**config.mk**
```make
export PLATFORM = sky130hd
export DESIGN_NAME = f1_lights_seq
export DESIGN_NICKNAME = d
export VERILOG_FILES = /design/src/rtl/f1_lights_seq.sv
export SDC_FILE = /design/constraint.sdc
export NUM_CORES = 1
export LEC_CHECK = 0
export CAP_MARGIN = 15
export CORE_UTILIZATION = 38
export DETAILED_ROUTE_END_ITERATION = 8
export DONT_BUFFER_PORTS = 1
export GPL_ROUTABILITY_DRIVEN = 0
export PLACE_DENSITY = 0.63
export SYNTH_ARGS = -nofsm -noshare
export SYNTH_HDL_FRONTEND = slang
export SYNTH_SLANG_ARGS = --single-unit
```
**constraint.sdc**
```tcl
create_clock -name clk -period 6.5 [get_ports clk]
set_input_delay 1.95 -clock clk [delete_from_list [all_inputs] [get_ports clk]]
set_output_delay 1.95 -clock clk [all_outputs]
set_load 0.02 [all_outputs]
```
**src/rtl/f1_lights_seq.sv**
```systemverilog
// F1 start-lights sequencer: fills the light bar one light per tick,
// holds for a random number of ticks, then times the driver's reaction.
module f1_lights_seq #(
    parameter int NUM_LIGHTS = 8,
    parameter int TICK_W     = 16,
    parameter int LFSR_W     = 7,
    parameter int TIME_W     = 16
) (
    input  logic                  clk,
    input  logic                  rst,
    input  logic [TICK_W-1:0]     N,
    input  logic                  trigger,
    input  logic                  stop,
    output logic [NUM_LIGHTS-1:0] data_out,
    output logic                  busy,
    output logic                  react_valid,
    output logic [TIME_W-1:0]     react_time,
    output logic                  false_start
);

    typedef enum logic [1:0] {IDLE, LIGHTS, HOLD, REACT} state_t;

    localparam logic [TIME_W-1:0] TIME_MAX = '1;

    state_t                state, state_nxt;
    logic [TICK_W-1:0]     cnt, cnt_nxt;
    logic [LFSR_W-1:0]     lfsr_q, k_q, k_nxt;
    logic [LFSR_W-1:0]     hold_cnt, hold_nxt, hold_inc;
    logic [TIME_W-1:0]     rcnt, rcnt_nxt, react_time_nxt;
    logic [NUM_LIGHTS-1:0] data_nxt;
    logic                  lfsr_fb, trigger_q, trig_edge, tick, running;
    logic                  valid_nxt, false_nxt;

    // Maximal-length feedback taps per supported width.
    if (LFSR_W == 4) begin : g_tap4
        assign lfsr_fb = lfsr_q[3] ^ lfsr_q[2];
    end else if (LFSR_W == 5) begin : g_tap5
        assign lfsr_fb = lfsr_q[4] ^ lfsr_q[2];
    end else if (LFSR_W == 6) begin : g_tap6
        assign lfsr_fb = lfsr_q[5] ^ lfsr_q[4];
    end else if (LFSR_W == 7) begin : g_tap7
        assign lfsr_fb = lfsr_q[6] ^ lfsr_q[5];
    end else begin : g_tap8
        assign lfsr_fb = lfsr_q[7] ^ lfsr_q[5] ^ lfsr_q[4] ^ lfsr_q[3];
    end

    assign trig_edge = trigger & ~trigger_q;
    assign running   = (state == LIGHTS) || (state == HOLD);
    assign tick      = running && (cnt == '0);
    assign hold_inc  = hold_cnt + 1'b1;

    always_comb begin
        state_nxt      = state;
        cnt_nxt        = cnt;
        data_nxt       = data_out;
        k_nxt          = k_q;
        hold_nxt       = hold_cnt;
        rcnt_nxt       = rcnt;
        react_time_nxt = react_time;
        valid_nxt      = 1'b0;
        false_nxt      = 1'b0;

        if (running) begin
            cnt_nxt = tick ? N : cnt - 1'b1;
        end

        unique case (state)
            IDLE: begin
                if (trig_edge) begin
                    state_nxt = LIGHTS;
                    cnt_nxt   = N;
                end
            end
            LIGHTS: begin
                if (stop) begin
                    data_nxt  = '0;
                    false_nxt = 1'b1;
                    state_nxt = IDLE;
                end else if (tick) begin
                    data_nxt = {data_out[NUM_LIGHTS-2:0], 1'b1};
                    if (&data_out[NUM_LIGHTS-2:0]) begin
                        state_nxt = HOLD;
                        k_nxt     = lfsr_q;
                        hold_nxt  = '0;
                    end
                end
            end
            HOLD: begin
                if (stop) begin
                    data_nxt  = '0;
                    false_nxt = 1'b1;
                    state_nxt = IDLE;
                end else if (tick) begin
                    if (hold_inc == k_q) begin
                        data_nxt  = '0;
                        rcnt_nxt  = '0;
                        state_nxt = REACT;
                    end else begin
                        hold_nxt = hold_inc;
                    end
                end
            end
            REACT: begin
                if (stop) begin
                    react_time_nxt = rcnt;
                    valid_nxt      = 1'b1;
                    state_nxt      = IDLE;
                end else if (rcnt == TIME_MAX) begin
                    react_time_nxt = TIME_MAX;
                    valid_nxt      = 1'b1;
                    state_nxt      = IDLE;
                end else begin
                    rcnt_nxt = rcnt + 1'b1;
                end
            end
            default: state_nxt = IDLE;
        endcase
    end

    always_ff @(posedge clk or posedge rst) begin
        if (rst) begin
            state       <= IDLE;
            lfsr_q      <= LFSR_W'(1);
            trigger_q   <= 1'b0;
            cnt         <= '0;
            data_out    <= '0;
            k_q         <= '0;
            hold_cnt    <= '0;
            rcnt        <= '0;
            react_time  <= '0;
            react_valid <= 1'b0;
            false_start <= 1'b0;
            busy        <= 1'b0;
        end else begin
            state       <= state_nxt;
            lfsr_q      <= {lfsr_q[LFSR_W-2:0], lfsr_fb};
            trigger_q   <= trigger;
            cnt         <= cnt_nxt;
            data_out    <= data_nxt;
            k_q         <= k_nxt;
            hold_cnt    <= hold_nxt;
            rcnt        <= rcnt_nxt;
            react_time  <= react_time_nxt;
            react_valid <= valid_nxt;
            false_start <= false_nxt;
            busy        <= (state_nxt != IDLE);
        end
    end

endmodule

```
* Word-level counts from Yosys, hierarchy flattened
Index checks and enable logic that the tools add are counted.
** Cells by class
- Equality and inequality tests :: 17
- Reductions and logical operators :: 15
- Mux-type cells :: 40
- Bitwise gates (word level) :: 4
- $add $sub $neg :: 3
** Operators by type and width (count)
- $mux W16 :: 11
- $mux W7 :: 6
- $mux W8 :: 5
- $pmux W16 S2 :: 1
- $mux W2 :: 9
- $add A16 B1 Y16 const B :: 1
- $eq A16 B16 Y1 const B :: 1
- $logic_not A16 Y1 :: 1
- $pmux W8 S2 :: 1
- $sub A16 B1 Y16 const B :: 1
- $ne A2 B2 Y1 const B :: 7
- $pmux W7 S2 :: 1
- $reduce_and A7 Y1 :: 2
- $reduce_and A10 Y1 :: 1
- $pmux W2 S4 :: 1
- $reduce_bool A2 Y1 :: 4
- $add A7 B1 Y7 const B :: 1
- $eq A7 B7 Y1 :: 1
- $ne A3 B3 Y1 const B :: 2
- $reduce_and A6 Y1 :: 1
- $mux W1 :: 5
- $eq A2 B2 Y1 const B :: 2
- $ne A2 B1 Y1 const B :: 2
- $reduce_and A4 Y1 :: 1
- other kinds (10) :: 11
** Storage, ports and cells
- Input bits :: 20
- Output and inout bits :: 27
- Flip-flop bits (word level) :: 83

* Longest topological paths before layout
Gate-level depths: netlist (run 1).
- Depth after elaboration :: 7
- Gate-level depth with buffers :: 11
- Depth with buffers taken out :: 8

* Worst setup path after synthesis (run 1)
Ideal clock, no wire load.
- Kind :: input port to flip-flop
- From :: in stop
- To :: reg rcnt[3]
- Setup slack :: 3121 ps
- Buffers on the path :: 2
- Arrival time :: 3258 ps
- Stages :: 7
- Cell sequence :: clkbuf_1 nor2_1 and4_4 o2111ai_4 buf_6 a22o_1 a22o_1
** Between the ends
- Longest elaborated chain between the ends :: 2
** RTL lines
- start: declaration :: RTL line 13 : input logic stop,
- $ne A2 B2 Y1 (no line)
- $reduce_and A6 Y1 (no line) *
- end signal: assignment :: RTL line 142 : rcnt <= rcnt_nxt;
- end: declaration :: RTL line 29 : logic [TIME_W-1:0] rcnt, rcnt_nxt, react_time_nxt;
Mark *: on every way between the ends. The rest lies on a longest branch, timed or not.
A chain may end at the register's enable or synchronous reset.

* Final worst setup path (run 1)
- From :: in stop
- To :: reg rcnt[7]
The elaborated chain is that of the path after synthesis.

==> impl_table.tex, run 1 <==
\begin{tabular}{lr}
\hline
Metric & Value \\
\hline
\multicolumn{2}{l}{\textbf{Floorplanning}} \\
\quad Vertical die dimension & 110 um \\
\quad Area of the core region & 11,000 um2 \\
\quad Initial Util & 0.398 \\
\quad Chip width & 110 um \\
\quad Total number of placement rows & 38 \\
\quad Number of top-level pins & 47 \\
\quad Die footprint & 12,000 um2 \\
\multicolumn{2}{l}{\textbf{STA}} \\
\quad Number of slew-limit violations in the final report & 0 \\
\quad Final period util & 0.489 \\
\quad Final-layout setup total negative slack & 0 ns \\
\quad Transition at the pin with the smallest max-transition slack & 1.10 ns \\
\quad Final Hold Fails & 0 \\
\quad Max transition margin & 0.260 \\
\quad Final Critical Period & 3.18 ns \\
\quad Final setup violating endpoints & 0 \\
\quad Final Skew & 0.00616 ns \\
\quad Fmax achieved & 314 MHz \\
\quad Setup repair after global routing missed its margin & no \\
\multicolumn{2}{l}{\textbf{Critical path}} \\
\quad CP arrival & 3.46 ns \\
\quad CP Data Required Time & 6.78 ns \\
\quad Register-to-register setup slack & 3.38 ns \\
\quad Master of the slowest instance on the critical path & sky130\_fd\_sc\_hd\_\_a2111oi\_0 \\
\quad Max Fanout on Critical Path & 24 \\
\quad Type of destination of the critical path & flop \\
\quad Largest incremental delay on the critical path & 0.56 ns \\
\quad Worst setup SP type & primary input \\
\quad Cell-by-cell trace of the critical path & nor2\_1 > and4\_4 > o2111ai\_4 > a2111oi\_0 > a211o\_1 \\
\quad Classification of the worst setup path & in -> reg \\
\multicolumn{2}{l}{\textbf{Run}} \\
\quad Number of max-cap violations & 0 \\
\multicolumn{2}{l}{\textbf{Clocking}} \\
\quad Source-to-sink clock delay at the later pin of the worst-skew pair & 0.34 ns \\
\quad Buffers inserted during post-CTS setup optimization & 0 \\
\quad TritonCTS clock tree & done \\
\quad Clock Sinks & 83 \\
\quad Clock tree root driver cell & sky130\_fd\_sc\_hd\_\_clkbuf\_16 \\
\quad Buffers from clock root to sink, at most & 2 \\
\quad Clock-pin slew on the worst setup and hold paths & 0.06 ns \\
\quad Number of gates given a new drive strength after cts & 0 \\
\quad Hold-fix buffers at CTS & 0 \\
\quad Depth of the CTS H-tree & 3 \\
\quad TritonCTS Buffers & 9 \\
\multicolumn{2}{l}{\textbf{Cells and area}} \\
\quad Layout cell share with drive strength beyond 1 & 0.0890 \\
\quad Area of all placed cells without fillers & 4830 um2 \\
\quad Synthesis-to-layout area growth & 9.97\% \\
\quad Total area of multi-input combinational cells & 2150 um2 \\
\quad Fill count & 1,061 \\
\quad Total number of nets in the final design & 462 \\
\quad Count of inserted antenna diode cells & 0 \\
\quad Combined flip-flop and latch cell area & 2080 um2 \\
\multicolumn{2}{l}{\textbf{Synthesis}} \\
\quad Number of enable flip-flop cells after synthesis & 0 \\
\quad Synth area leader & sky130\_fd\_sc\_hd\_\_dfrtp\_1 \\
\quad Asr flop ratio synth & 1.00 \\
\quad Number of distinct library cells after synthesis & 64 \\
\quad Sequential-to-total area share from yosys stat & 0.473 \\
\quad Cell count after synthesis & 439 \\
\quad Synthesis warning total & 0 \\
\quad Post-Syn Area & 4390 um2 \\
\quad Share of the synthesized area in the top cell type & 0.467 \\
\quad Most repeated cell in the gate-level netlist after synthesis & sky130\_fd\_sc\_hd\_\_dfrtp\_1 \\
\quad Count of state elements after synthesis & 83 \\
\quad Synthesized area per cell & 10.0 um2 \\
\quad Most area-consuming cells after synthesis & sky130\_fd\_sc\_hd\_\_dfrtp\_1 47\%, sky130\_fd\_sc\_hd\_\_o22a\_1 3.8\%, sky130\_fd\_sc\_hd\_\_nand3\_1 3.3\% \\
\quad Number of nets produced by synthesis & 468 \\
\quad Top\_reg\_cell synth & sky130\_fd\_sc\_hd\_\_dfrtp\_1 \\
\quad Most numerous cell types in the synthesized netlist & 82 x sky130\_fd\_sc\_hd\_\_dfrtp\_1, 35 x sky130\_fd\_sc\_hd\_\_nand2\_1, 35 x sky130\_fd\_sc\_hd\_\_nor2\_1 \\
\multicolumn{2}{l}{\textbf{Routing}} \\
\quad Overall routed net length & 10,100 um \\
\quad Pre-antenna DRT Iters & 4 \\
\quad Routed WL per cell & 17.4 um \\
\quad DRC viols & 0 \\
\quad First-iteration detailed-routing DRC count & 186 \\
\quad Average via count per standard cell & 6.00 \\
\quad Via count of the routed design & 3,466 \\
\quad Post-detailed-route count of antenna-violating nets & 0 \\
\multicolumn{2}{l}{\textbf{Global route}} \\
\quad Wire length of the first global-routing pass & 16,900 um \\
\quad Total track usage & 0.184 \\
\quad Largest net degree at the start of global routing & 57 \\
\quad Initial antenna violation count & 0 \\
\quad Vias in the first global route & 3,374 \\
\quad Final global-route overflow total & 0 \\
\multicolumn{2}{l}{\textbf{Power and ir drop}} \\
\quad IR drop worst, VDD & 0.000224 V \\
\quad Static leakage power & 2.01 nW \\
\quad Power per unit of standard cell area & 327 nW/um2 \\
\quad Power, Total & 1.58 mW \\
\multicolumn{2}{l}{\textbf{Placed design}} \\
\quad Detailed placer's ending HPWL & 6920 um \\
\quad Port buffer count & 0 \\
\quad Post-detailed-placement cell area & 4490 um2 \\
\multicolumn{2}{l}{\textbf{Outcome}} \\
\quad Result of the run & complete, no violations \\
\multicolumn{2}{l}{\textbf{Hold path}} \\
\quad Kind of path behind the tightest hold check & reg -> reg \\
\hline
\end{tabular}
placed cells by master, fill, tap and decap left out, types with 3 or more instances in the layout:
| cell | instances |
|---|---|
| sky130_fd_sc_hd__nor4_1 | 6 |
| sky130_fd_sc_hd__o22a_1 | 19 |
| sky130_fd_sc_hd__nor2_1 | 35 |
| sky130_fd_sc_hd__nand2_1 | 35 |
| sky130_fd_sc_hd__o22ai_1 | 3 |
| sky130_fd_sc_hd__a22o_1 | 14 |
| sky130_fd_sc_hd__or2_2 | 3 |
| sky130_fd_sc_hd__clkinv_2 | 3 |
| sky130_fd_sc_hd__nand4_1 | 13 |
| sky130_fd_sc_hd__xnor2_1 | 10 |
| sky130_fd_sc_hd__nand4b_1 | 3 |
| sky130_fd_sc_hd__ha_1 | 9 |
| sky130_fd_sc_hd__a21o_1 | 5 |
| sky130_fd_sc_hd__and4_1 | 5 |
| sky130_fd_sc_hd__and2_1 | 8 |
| sky130_fd_sc_hd__a21oi_1 | 14 |
| sky130_fd_sc_hd__and3_1 | 7 |
| sky130_fd_sc_hd__inv_1 | 14 |
| sky130_fd_sc_hd__bufinv_16 | 3 |
| sky130_fd_sc_hd__xor2_1 | 7 |
| sky130_fd_sc_hd__a211oi_1 | 3 |
| sky130_fd_sc_hd__dfrtp_1 | 82 |
| sky130_fd_sc_hd__o31ai_1 | 6 |
| sky130_fd_sc_hd__a22oi_1 | 4 |
| sky130_fd_sc_hd__clkbuf_16 | 9 |
| sky130_fd_sc_hd__nand3_1 | 29 |
| sky130_fd_sc_hd__o211ai_1 | 7 |
| sky130_fd_sc_hd__mux2_2 | 8 |
| sky130_fd_sc_hd__o21ai_0 | 20 |
| sky130_fd_sc_hd__nor3_1 | 7 |
| sky130_fd_sc_hd__a31oi_1 | 7 |
logic make-up after synthesis:
group | count (synthesis) | share of synthesized area
xor gates and xnor gates | 17 | 0.0339
adders and majority gates | 9 | 0.0256
buffers and inverters | 36 | 0.0362
and+or+nand+nor | 161 | 0.191
DFF | 83 | 0.473
muxes | 8 | 0.0205
AOI/OAI and AO/OA | 125 | 0.219
where the power goes:
group / leakage, nW / internal (mW) / switching (mW)
Clock: 0.165 / 0.374 / 0.209
Sequential: 1.06 / 0.590 / 0.114
Combinational: 0.782 / 0.121 / 0.170
Total: 2.01 / 1.09 / 0.493
routing by layer:
metal / track usage / share of wire / vias to the layer above
li1: - / - / 1634
met1: 0.241 / 0.46 / 1710
met2: 0.286 / 0.47 / 107
met3: 0.0522 / 0.056 / 15
met4: 0.0733 / 0.016 / 0
met5: 0 / 0 / -
worst paths after layout:
check                                    startpoint                    endpoint  cells after the start
worst max-delay path                           stop         rcnt[7]$_DFFE_PP0P_                      5
worst min-delay path            lfsr_q[1]$_DFF_PP0_         lfsr_q[2]$_DFF_PP0_                      0
worst max register to register   state[0]$_DFF_PP0_         rcnt[7]$_DFFE_PP0P_                      8
worst min register to register  lfsr_q[1]$_DFF_PP0_         lfsr_q[2]$_DFF_PP0_                      0
max in group asynchronous                       rst        rcnt[12]$_DFFE_PP0P_                      2
min in group asynchronous                       rst  react_time[12]$_DFFE_PP0P_                      1
per-stage QoR:
| step | hold slack (ns) | setup slack, ns | instances | utilization |
|---|---|---|---|---|
| 6_report | 0.373 | 3.32 | 578 | 0.438 |
| 3_3_place_gp | 0.360 | 3.05 | 562 | 0.407 |
| 5_1_grt | 0.384 | 3.03 | 578 | 0.438 |
| 2_1_floorplan | 0.350 | 2.41 | 439 | - |
| 4_1_cts | 0.378 | 3.31 | 578 | 0.438 |
| 3_5_place_dp | 0.364 | 2.95 | 562 | 0.407 |
state kept, by name (all words and copies together) (netlist names):
register and flops:
busy 1, cnt 16, data_out 8, false_start 1, hold_cnt 7, k_q 7
lfsr_q 7, rcnt 16, react_time 16, react_valid 1, state 2, trigger_q 1
critical path, delay by kind of cell:
family / cells / cell delay (ns)
AO/OA/AOI/OAI: 3 / 1.09
AND/OR/NAND/NOR: 2 / 0.42
layout make-up:
type                            count  share of cell area
Timing Repair Buffer                2             0.00311
Clock buffer                        9              0.0466
Inverter                           17              0.0135
Tap cell                          140              0.0363
Clock inverter                      7              0.0241
Sequential cell                    83               0.430
Multi-Input combinational cell    320               0.446
Power figures use the tool's default switching activity.
==> run 2, diff against run 1 <==
==> constraint.sdc (replaced) <==
create_clock -name clk -period 3.3 [get_ports clk]
set_input_delay 0.99 -clock clk [delete_from_list [all_inputs] [get_ports clk]]
set_output_delay 0.99 -clock clk [all_outputs]
set_load 0.02 [all_outputs]
==> impl_table.tex, run 2 (same netlist as run 1, synthesis figures left out) <==
\begin{tabular}{lr}
\hline
Metric & Value \\
\hline
\multicolumn{2}{l}{\textbf{Cells and area}} \\
\quad Commonest non-fill, non-tap cells in the layout & 82 x sky130\_fd\_sc\_hd\_\_dfrtp\_1, 35 x sky130\_fd\_sc\_hd\_\_nand2\_1, 35 x sky130\_fd\_sc\_hd\_\_nor2\_1, 29 x sky130\_fd\_sc\_hd\_\_nand3\_1, 20 x sky130\_fd\_sc\_hd\_\_o21ai\_0 \\
\quad Synthesis-to-layout area growth & 8.97\% \\
\quad Most common library cell in the layout ignoring fill and taps & sky130\_fd\_sc\_hd\_\_dfrtp\_1 \\
\quad Total number of nets in the final design & 465 (+0.65\%) \\
\quad Final standard cell utilization of the core & 0.434 (-0.00397) \\
\quad Layout cell share with drive strength beyond 1 & 0.0907 (+0.00166) \\
\quad Total area of multi-input combinational cells & 2150 um2 (unchanged) \\
\quad Area of all placed cells without fillers & 4790 um2 (-0.91\%) \\
\quad Filler-free cell count of the finished design & 581 (+0.52\%) \\
\quad Fill count & 1,067 (+0.57\%) \\
\quad Combined flip-flop and latch cell area & 2080 um2 (unchanged) \\
\quad Count of inserted antenna diode cells & 0 (unchanged) \\
\quad Top Registers & cnt x16, rcnt x16, react\_time x16 \\
\multicolumn{2}{l}{\textbf{STA}} \\
\quad Final-layout setup total negative slack & 0 ns (unchanged) \\
\quad Max transition margin & 0.496 (+0.236) \\
\quad Fmax achieved & 360 MHz \\
\quad Transition at the pin with the smallest max-transition slack & 0.755 ns (-0.344 ns) \\
\quad Number of slew-limit violations in the final report & 0 (unchanged) \\
\quad Final setup violating endpoints & 0 (unchanged) \\
\quad Setup repair after global routing missed its margin & no \\
\quad Final Critical Period & 2.78 ns \\
\quad Final Hold Fails & 0 (unchanged) \\
\quad Final period util & 0.842 \\
\quad Final Skew & 0.00621 ns (+0.0000552 ns) \\
\multicolumn{2}{l}{\textbf{Placed design}} \\
\quad Post-detailed-placement cell area & 4520 um2 (+0.78\%) \\
\quad Port buffer count & 0 (unchanged) \\
\quad Detailed placer's ending HPWL & 6980 um (+0.90\%) \\
\quad Placed cell count & 565 (+0.53\%) \\
\multicolumn{2}{l}{\textbf{Floorplanning}} \\
\quad Chip width & 110 um (unchanged) \\
\quad Die footprint & 12,000 um2 (unchanged) \\
\quad Number of top-level pins & 47 (unchanged) \\
\quad Total number of placement rows & 38 (unchanged) \\
\quad Vertical die dimension & 110 um (unchanged) \\
\quad Area of the core region & 11,000 um2 (unchanged) \\
\quad Initial Util & 0.398 (unchanged) \\
\multicolumn{2}{l}{\textbf{Critical path}} \\
\quad Beginning of the worst register-to-register path & state[0]\$\_DFF\_PP0\_ \\
\quad Worst setup SP type & flop \\
\quad Master of the slowest instance on the critical path & sky130\_fd\_sc\_hd\_\_a2111o\_1 \\
\quad CP Data Required Time & 3.55 ns (-3.23 ns) \\
\quad Register-to-Register Path Depth & 8 (unchanged) \\
\quad Endpoint of the worst-slack reg-to-reg timing path & rcnt[5]\$\_DFFE\_PP0P\_ \\
\quad CP arrival & 3.03 ns (-0.43 ns) \\
\quad Number of buffer and inverter instances along the worst setup path & 2 (+2) \\
\quad Max Fanout on Critical Path & 24 (unchanged) \\
\quad Classification of the worst setup path & reg -> reg \\
\quad Cell-by-cell trace of the critical path & inv\_1 > ha\_1 > inv\_1 > nor2\_1 > and4\_4 > o2111ai\_4 > a2111o\_1 > o211ai\_1 \\
\quad Register-to-register setup slack & 0.52 ns (-2.86 ns) \\
\quad Largest delay contributor family on the critical path & compound AO/OA/AOI/OAI gates \\
\quad Type of destination of the critical path & flop \\
\quad Cell mode on critical path & sky130\_fd\_sc\_hd\_\_inv\_1 \\
\quad Largest incremental delay on the critical path & 0.53 ns (-0.03 ns) \\
\multicolumn{2}{l}{\textbf{Routing}} \\
\quad Pre-antenna DRT Iters & 6 (+2) \\
\quad Post-detailed-route count of antenna-violating nets & 0 (unchanged) \\
\quad DRC viols & 0 (unchanged) \\
\quad First-iteration detailed-routing DRC count & 232 (+25\%) \\
\quad Via count of the routed design & 3,479 (+0.38\%) \\
\quad Routed WL per cell & 17.2 um (-1.1\%) \\
\quad Overall routed net length & 10,000 um (-0.57\%) \\
\quad Average via count per standard cell & 5.99 (-0.14\%) \\
\multicolumn{2}{l}{\textbf{Hold path}} \\
\quad End of the worst hold path & lfsr\_q[5]\$\_DFF\_PP0\_ \\
\quad Kind of path behind the tightest hold check & reg -> reg \\
\quad Hold path startpoint & lfsr\_q[4]\$\_DFF\_PP0\_ \\
\quad Cells on Worst Hold Path & 0 (unchanged) \\
\multicolumn{2}{l}{\textbf{Power and ir drop}} \\
\quad Sw power & 969 uW (+97\%) \\
\quad Portion of total power attributed to the clock network & 0.313 (-0.057) \\
\quad Power per unit of standard cell area & 603 nW/um2 (+84\%) \\
\quad Internal Power & 1.92 mW (+76\%) \\
\quad Static leakage power & 1.99 nW (-1.0\%) \\
\quad IR drop worst, VDD & 0.000380 V (+69\%) \\
\quad Switching Share & 0.336 (+0.0236) \\
\quad Relative contribution of combinational cells to total power & 0.207 (+0.022) \\
\quad Part of the power in registers & 0.480 (+0.034) \\
\multicolumn{2}{l}{\textbf{Clocking}} \\
\quad Source-to-sink clock delay at the later pin of the worst-skew pair & 0.34 ns (about the same) \\
\quad Buffers inserted during post-CTS setup optimization & 0 (unchanged) \\
\quad Clock Sinks & 83 (unchanged) \\
\quad TritonCTS Buffers & 9 (unchanged) \\
\quad Hold-fix buffers at CTS & 0 (unchanged) \\
\quad TritonCTS clock tree & done \\
\quad Depth of the CTS H-tree & 3 (unchanged) \\
\quad Clock-pin slew on the worst setup and hold paths & 0.06 ns (about the same) \\
\quad Buffers from clock root to sink, at most & 2 (unchanged) \\
\quad Number of gates given a new drive strength after cts & 0 (unchanged) \\
\quad Clock tree root driver cell & sky130\_fd\_sc\_hd\_\_clkbuf\_16 \\
\multicolumn{2}{l}{\textbf{Global route}} \\
\quad Initial antenna violation count & 0 (unchanged) \\
\quad Total track usage & 0.184 (-0.000348) \\
\quad Largest net degree at the start of global routing & 44 (-23\%) \\
\quad Vias in the first global route & 3,389 (+0.44\%) \\
\quad Final global-route overflow total & 0 (unchanged) \\
\quad Wire length of the first global-routing pass & 16,900 um (+0.12\%) \\
\multicolumn{2}{l}{\textbf{Outcome}} \\
\quad Result of the run & complete, no violations \\
\multicolumn{2}{l}{\textbf{Run}} \\
\quad Number of max-cap violations & 0 (unchanged) \\
\hline
\end{tabular}
-- run 2: changes by cell type in the layout (fill, tap and decap cells not counted), sizes merged --
cell	change
buf	+3
bufinv	-3
clkbuf	+2
clkinvlp	+1
-- run 2: metrics by stage --
step                total power, mW  hold WS (ns)  worst slack, ns
finish                         2.89         0.373            0.520
global route                   3.05         0.391            0.278
CTS                            2.90         0.377            0.526
detailed placement             1.99         0.362            0.542
global placement               1.97         0.357            0.694
floorplan                      1.82         0.350            0.175
-- run 2: how the worst max path moves through the flow --
stage                                  start                   end  slack [ns]  cells past startpoint
after global placement    state[0]$_DFF_PP0_  rcnt[14]$_DFFE_PP0P_        0.69                      8
after CTS                 state[0]$_DFF_PP0_   rcnt[5]$_DFFE_PP0P_        0.53                      8
after floorplan                          rst        busy$_DFF_PP0_        0.17                      1
after global routing      state[0]$_DFF_PP0_   rcnt[7]$_DFFE_PP0P_        0.28                      8
final                     state[0]$_DFF_PP0_   rcnt[5]$_DFFE_PP0P_        0.52                      8
after detailed placement  state[0]$_DFF_PP0_   rcnt[7]$_DFFE_PP0P_        0.54                      8
-- run 2: area by class of cell --
| type | count | share of cell area |
|---|---|---|
| Timing Repair Buffer | 5 | 0.0105 |
| Clock buffer | 11 | 0.0486 |
| Sequential cell | 83 | 0.434 |
| Tap cell | 140 | 0.0366 |
| Inverter | 17 | 0.0136 |
| Clock inverter | 5 | 0.00627 |
| Multi-Input combinational cell | 320 | 0.450 |
-- run 2: per-layer routing --
metal | vias to the layer above | wire (um) | GRT usage
met5 | - | 0 | 0
met4 | 0 | 178 | 0.0733
met3 | 16 | 544 | 0.0468
met2 | 97 | 4660 | 0.284
met1 | 1726 | 4640 | 0.245
li1 | 1640 | - | -
-- run 2: power by group through the flow --
stage / clock network (mW) / logic (mW) / registers, mW
after detailed placement: 0 / 0.586 / 1.40
after global placement: 0 / 0.573 / 1.39
final: 0.902 / 0.597 / 1.39
after floorplan: 0 / 0.461 / 1.36
after CTS: 0.924 / 0.591 / 1.38
after global routing: 0.966 / 0.672 / 1.41
-- run 2: worst reg2reg max path: cells and delay by family, from the launching register on --
kind	cells	cell delay, ns
AOI/OAI and AO/OA	3	1.05
adders and majority gates	1	0.46
and+or+nand+nor	2	0.46
DFF	1	0.42
buffers and inverters	2	0.29
==> run 3, diff against run 2 <==
==> constraint.sdc (replaced) <==
create_clock -name clk -period 2.65 [get_ports clk]
set_input_delay 0.795 -clock clk [delete_from_list [all_inputs] [get_ports clk]]
set_output_delay 0.795 -clock clk [all_outputs]
set_load 0.02 [all_outputs]
==> impl_table.tex, run 3 (same netlist as run 1, synthesis figures left out) <==
\begin{tabular}{lr}
\hline
Metric & Value \\
\hline
\multicolumn{2}{l}{\textbf{Floorplanning}} \\
\quad Die footprint & 12,000 um2 (unchanged) \\
\quad Number of top-level pins & 47 (unchanged) \\
\quad Chip width & 110 um (unchanged) \\
\quad Initial Util & 0.398 (unchanged) \\
\quad Area of the core region & 11,000 um2 (unchanged) \\
\quad Total number of placement rows & 38 (unchanged) \\
\quad Vertical die dimension & 110 um (unchanged) \\
\multicolumn{2}{l}{\textbf{Clocking}} \\
\quad Buffers from clock root to sink, at most & 2 (unchanged) \\
\quad TritonCTS Buffers & 9 (unchanged) \\
\quad Source-to-sink clock delay at the later pin of the worst-skew pair & 0.34 ns (about the same) \\
\quad Clock Sinks & 83 (unchanged) \\
\quad Depth of the CTS H-tree & 3 (unchanged) \\
\quad Number of gates given a new drive strength after cts & 0 (unchanged) \\
\quad TritonCTS clock tree & done \\
\quad Clock-pin slew on the worst setup and hold paths & 0.06 ns (about the same) \\
\quad Clock tree root driver cell & sky130\_fd\_sc\_hd\_\_clkbuf\_16 \\
\quad Hold-fix buffers at CTS & 0 (unchanged) \\
\quad Buffers inserted during post-CTS setup optimization & 0 (unchanged) \\
\multicolumn{2}{l}{\textbf{Global route}} \\
\quad Largest net degree at the start of global routing & 38 (-14\%) \\
\quad Initial antenna violation count & 0 (unchanged) \\
\quad Total track usage & 0.181 (-0.00290) \\
\quad Wire length of the first global-routing pass & 16,500 um (-2.4\%) \\
\quad Vias in the first global route & 3,386 (-0.089\%) \\
\quad Final global-route overflow total & 0 (unchanged) \\
\multicolumn{2}{l}{\textbf{Routing}} \\
\quad First-iteration detailed-routing DRC count & 294 (+27\%) \\
\quad Routed WL per cell & 17.2 um (-0.51\%) \\
\quad DRC viols & 0 (unchanged) \\
\quad Average via count per standard cell & 5.89 (-1.6\%) \\
\quad Post-detailed-route count of antenna-violating nets & 0 (unchanged) \\
\quad Via count of the routed design & 3,489 (+0.29\%) \\
\quad Overall routed net length & 10,200 um (+1.4\%) \\
\quad Pre-antenna DRT Iters & 4 (-2) \\
\multicolumn{2}{l}{\textbf{STA}} \\
\quad Setup repair after global routing missed its margin & no \\
\quad Final-layout setup total negative slack & 0 ns (unchanged) \\
\quad Post-route worst hold slack & 0.368 ns (-0.00550 ns) \\
\quad Final period util & 0.932 (+0.0897) \\
\quad Final setup violating endpoints & 0 (unchanged) \\
\quad Number of slew-limit violations in the final report & 0 (unchanged) \\
\quad Max transition margin & 0.439 (-0.0575) \\
\quad Final Hold Fails & 0 (unchanged) \\
\quad Final Skew & 0.0100 ns (+0.00381 ns) \\
\quad Fmax achieved & 405 MHz (+13\%) \\
\quad Transition at the pin with the smallest max-transition slack & 0.838 ns (+0.0834 ns) \\
\quad Minimum setup slack in the final design & 0.180 ns (-0.340 ns) \\
\quad Final Critical Period & 2.47 ns (-0.310 ns) \\
\multicolumn{2}{l}{\textbf{Critical path}} \\
\quad Max Fanout on Critical Path & 16 (-33\%) \\
\quad Worst setup SP type & flop \\
\quad Largest incremental delay on the critical path & 0.43 ns (-0.10 ns) \\
\quad Beginning of the worst register-to-register path & hold\_cnt[0]\$\_DFFE\_PP0P\_ \\
\quad Type of destination of the critical path & flop \\
\quad Register-to-Register Path Depth & 8 (unchanged) \\
\quad Largest delay contributor family on the critical path & compound AO/OA/AOI/OAI gates \\
\quad Register-to-register setup slack & 0.18 ns (-0.34 ns) \\
\quad Number of buffer and inverter instances along the worst setup path & 1 (-1) \\
\quad Endpoint of the worst-slack reg-to-reg timing path & rcnt[12]\$\_DFFE\_PP0P\_ \\
\quad CP Data Required Time & 2.88 ns (-0.67 ns) \\
\quad CP arrival & 2.70 ns (-0.33 ns) \\
\quad Cell-by-cell trace of the critical path & ha\_1 > and3\_1 > nand3\_1 > xnor2\_2 > o2111ai\_4 > buf\_4 > a22o\_1 > a21o\_1 \\
\quad Master of the slowest instance on the critical path & sky130\_fd\_sc\_hd\_\_dfrtp\_1 \\
\quad Classification of the worst setup path & reg -> reg \\
\multicolumn{2}{l}{\textbf{Placed design}} \\
\quad Post-detailed-placement cell area & 4610 um2 (+1.9\%) \\
\quad Detailed placer's ending HPWL & 7190 um (+3.0\%) \\
\quad Minimum setup slack after placement & 0.139 ns (-0.403 ns) \\
\quad Port buffer count & 0 (unchanged) \\
\multicolumn{2}{l}{\textbf{Cells and area}} \\
\quad Area of all placed cells without fillers & 4890 um2 (+2.1\%) \\
\quad Synthesis-to-layout area growth & 11.3\% \\
\quad Layout cell share with drive strength beyond 1 & 0.108 (+0.0177) \\
\quad Top Registers & cnt x16, rcnt x16, react\_time x16 \\
\quad Total area of multi-input combinational cells & 2160 um2 (+0.41\%) \\
\quad Count of inserted antenna diode cells & 0 (unchanged) \\
\quad Combined flip-flop and latch cell area & 2080 um2 (unchanged) \\
\quad Commonest non-fill, non-tap cells in the layout & 82 x sky130\_fd\_sc\_hd\_\_dfrtp\_1, 35 x sky130\_fd\_sc\_hd\_\_nand2\_1, 35 x sky130\_fd\_sc\_hd\_\_nor2\_1, 29 x sky130\_fd\_sc\_hd\_\_nand3\_1, 20 x sky130\_fd\_sc\_hd\_\_o21ai\_0 \\
\quad Total number of nets in the final design & 476 (+2.4\%) \\
\quad Most common library cell in the layout ignoring fill and taps & sky130\_fd\_sc\_hd\_\_dfrtp\_1 \\
\quad Fill count & 1,066 (-0.094\%) \\
\multicolumn{2}{l}{\textbf{Hold path}} \\
\quad Cells on Worst Hold Path & 0 (unchanged) \\
\quad End of the worst hold path & lfsr\_q[3]\$\_DFF\_PP0\_ \\
\quad Hold path startpoint & lfsr\_q[2]\$\_DFF\_PP0\_ \\
\quad Kind of path behind the tightest hold check & reg -> reg \\
\multicolumn{2}{l}{\textbf{Outcome}} \\
\quad Result of the run & complete, no violations \\
\multicolumn{2}{l}{\textbf{Power and ir drop}} \\
\quad IR drop worst, VDD & 0.000612 V (+61\%) \\
\quad Power per unit of standard cell area & 743 nW/um2 (+23\%) \\
\quad Static leakage power & 2.05 nW (+3.1\%) \\
\multicolumn{2}{l}{\textbf{Run}} \\
\quad Number of max-cap violations & 0 (unchanged) \\
\hline
\end{tabular}
## run 3: cell count changes in the layout (fill, tap and decap cells not counted), sizes merged
| cell | before | now |
|---|---|---|
| buf | 5 | 16 |
| clkbuf | 11 | 16 |
| clkinv | 6 | 2 |
| clkinvlp | 2 | 1 |
## run 3: worst register-to-register path: cells and delay by family (launching register included)
family                     cells  cell delay (ns)
DFF                            1             0.43
adders and majority gates      1             0.29
AOI/OAI and AO/OA              3             0.72
xor gates and xnor gates       1             0.29
and+or+nand+nor                2             0.34
buffers and inverters          1             0.29
## run 3: final cells by class
class                           count  share of cell area
Multi-Input combinational cell    320               0.443
Tap cell                          140              0.0358
Inverter                           17              0.0138
Clock buffer                       16              0.0555
Sequential cell                    83               0.425
Timing Repair Buffer               16              0.0271
## run 3: how the worst max path moves through the flow
stage                     cells after the start                     from                    to
after floorplan                              10       state[0]$_DFF_PP0_   rcnt[3]$_DFFE_PP0P_
after global placement                        8  hold_cnt[0]$_DFFE_PP0P_  rcnt[12]$_DFFE_PP0P_
after detailed placement                      7  hold_cnt[0]$_DFFE_PP0P_  rcnt[14]$_DFFE_PP0P_
after CTS                                     7  hold_cnt[0]$_DFFE_PP0P_   rcnt[7]$_DFFE_PP0P_
after global routing                          8  hold_cnt[0]$_DFFE_PP0P_  rcnt[12]$_DFFE_PP0P_
final                                         8  hold_cnt[0]$_DFFE_PP0P_  rcnt[12]$_DFFE_PP0P_
## run 3: report_power, final
part | leakage (nW) | internal (mW) | total (mW) | switching [mW]
Clock | 0.131 | 0.688 | 1.15 | 0.461
Sequential | 1.06 | 1.45 | 1.72 | 0.272
Combinational | 0.856 | 0.334 | 0.765 | 0.431
## run 3: per-stage QoR
step           power [mW]  instances   util
6_report             3.63        592  0.443
5_1_grt              3.85        592  0.443
3_5_place_dp         2.50        576  0.418
2_1_floorplan        2.27        439      -
3_3_place_gp         2.48        576  0.418
4_1_cts              3.66        592  0.442
## run 3: layer usage
metal	vias up	routed length, um	track usage
met3	16	495	0.0504
li1	1664	-	-
met4	0	199	0.0705
met5	-	0	0
met1	1717	4710	0.228
met2	92	4750	0.292
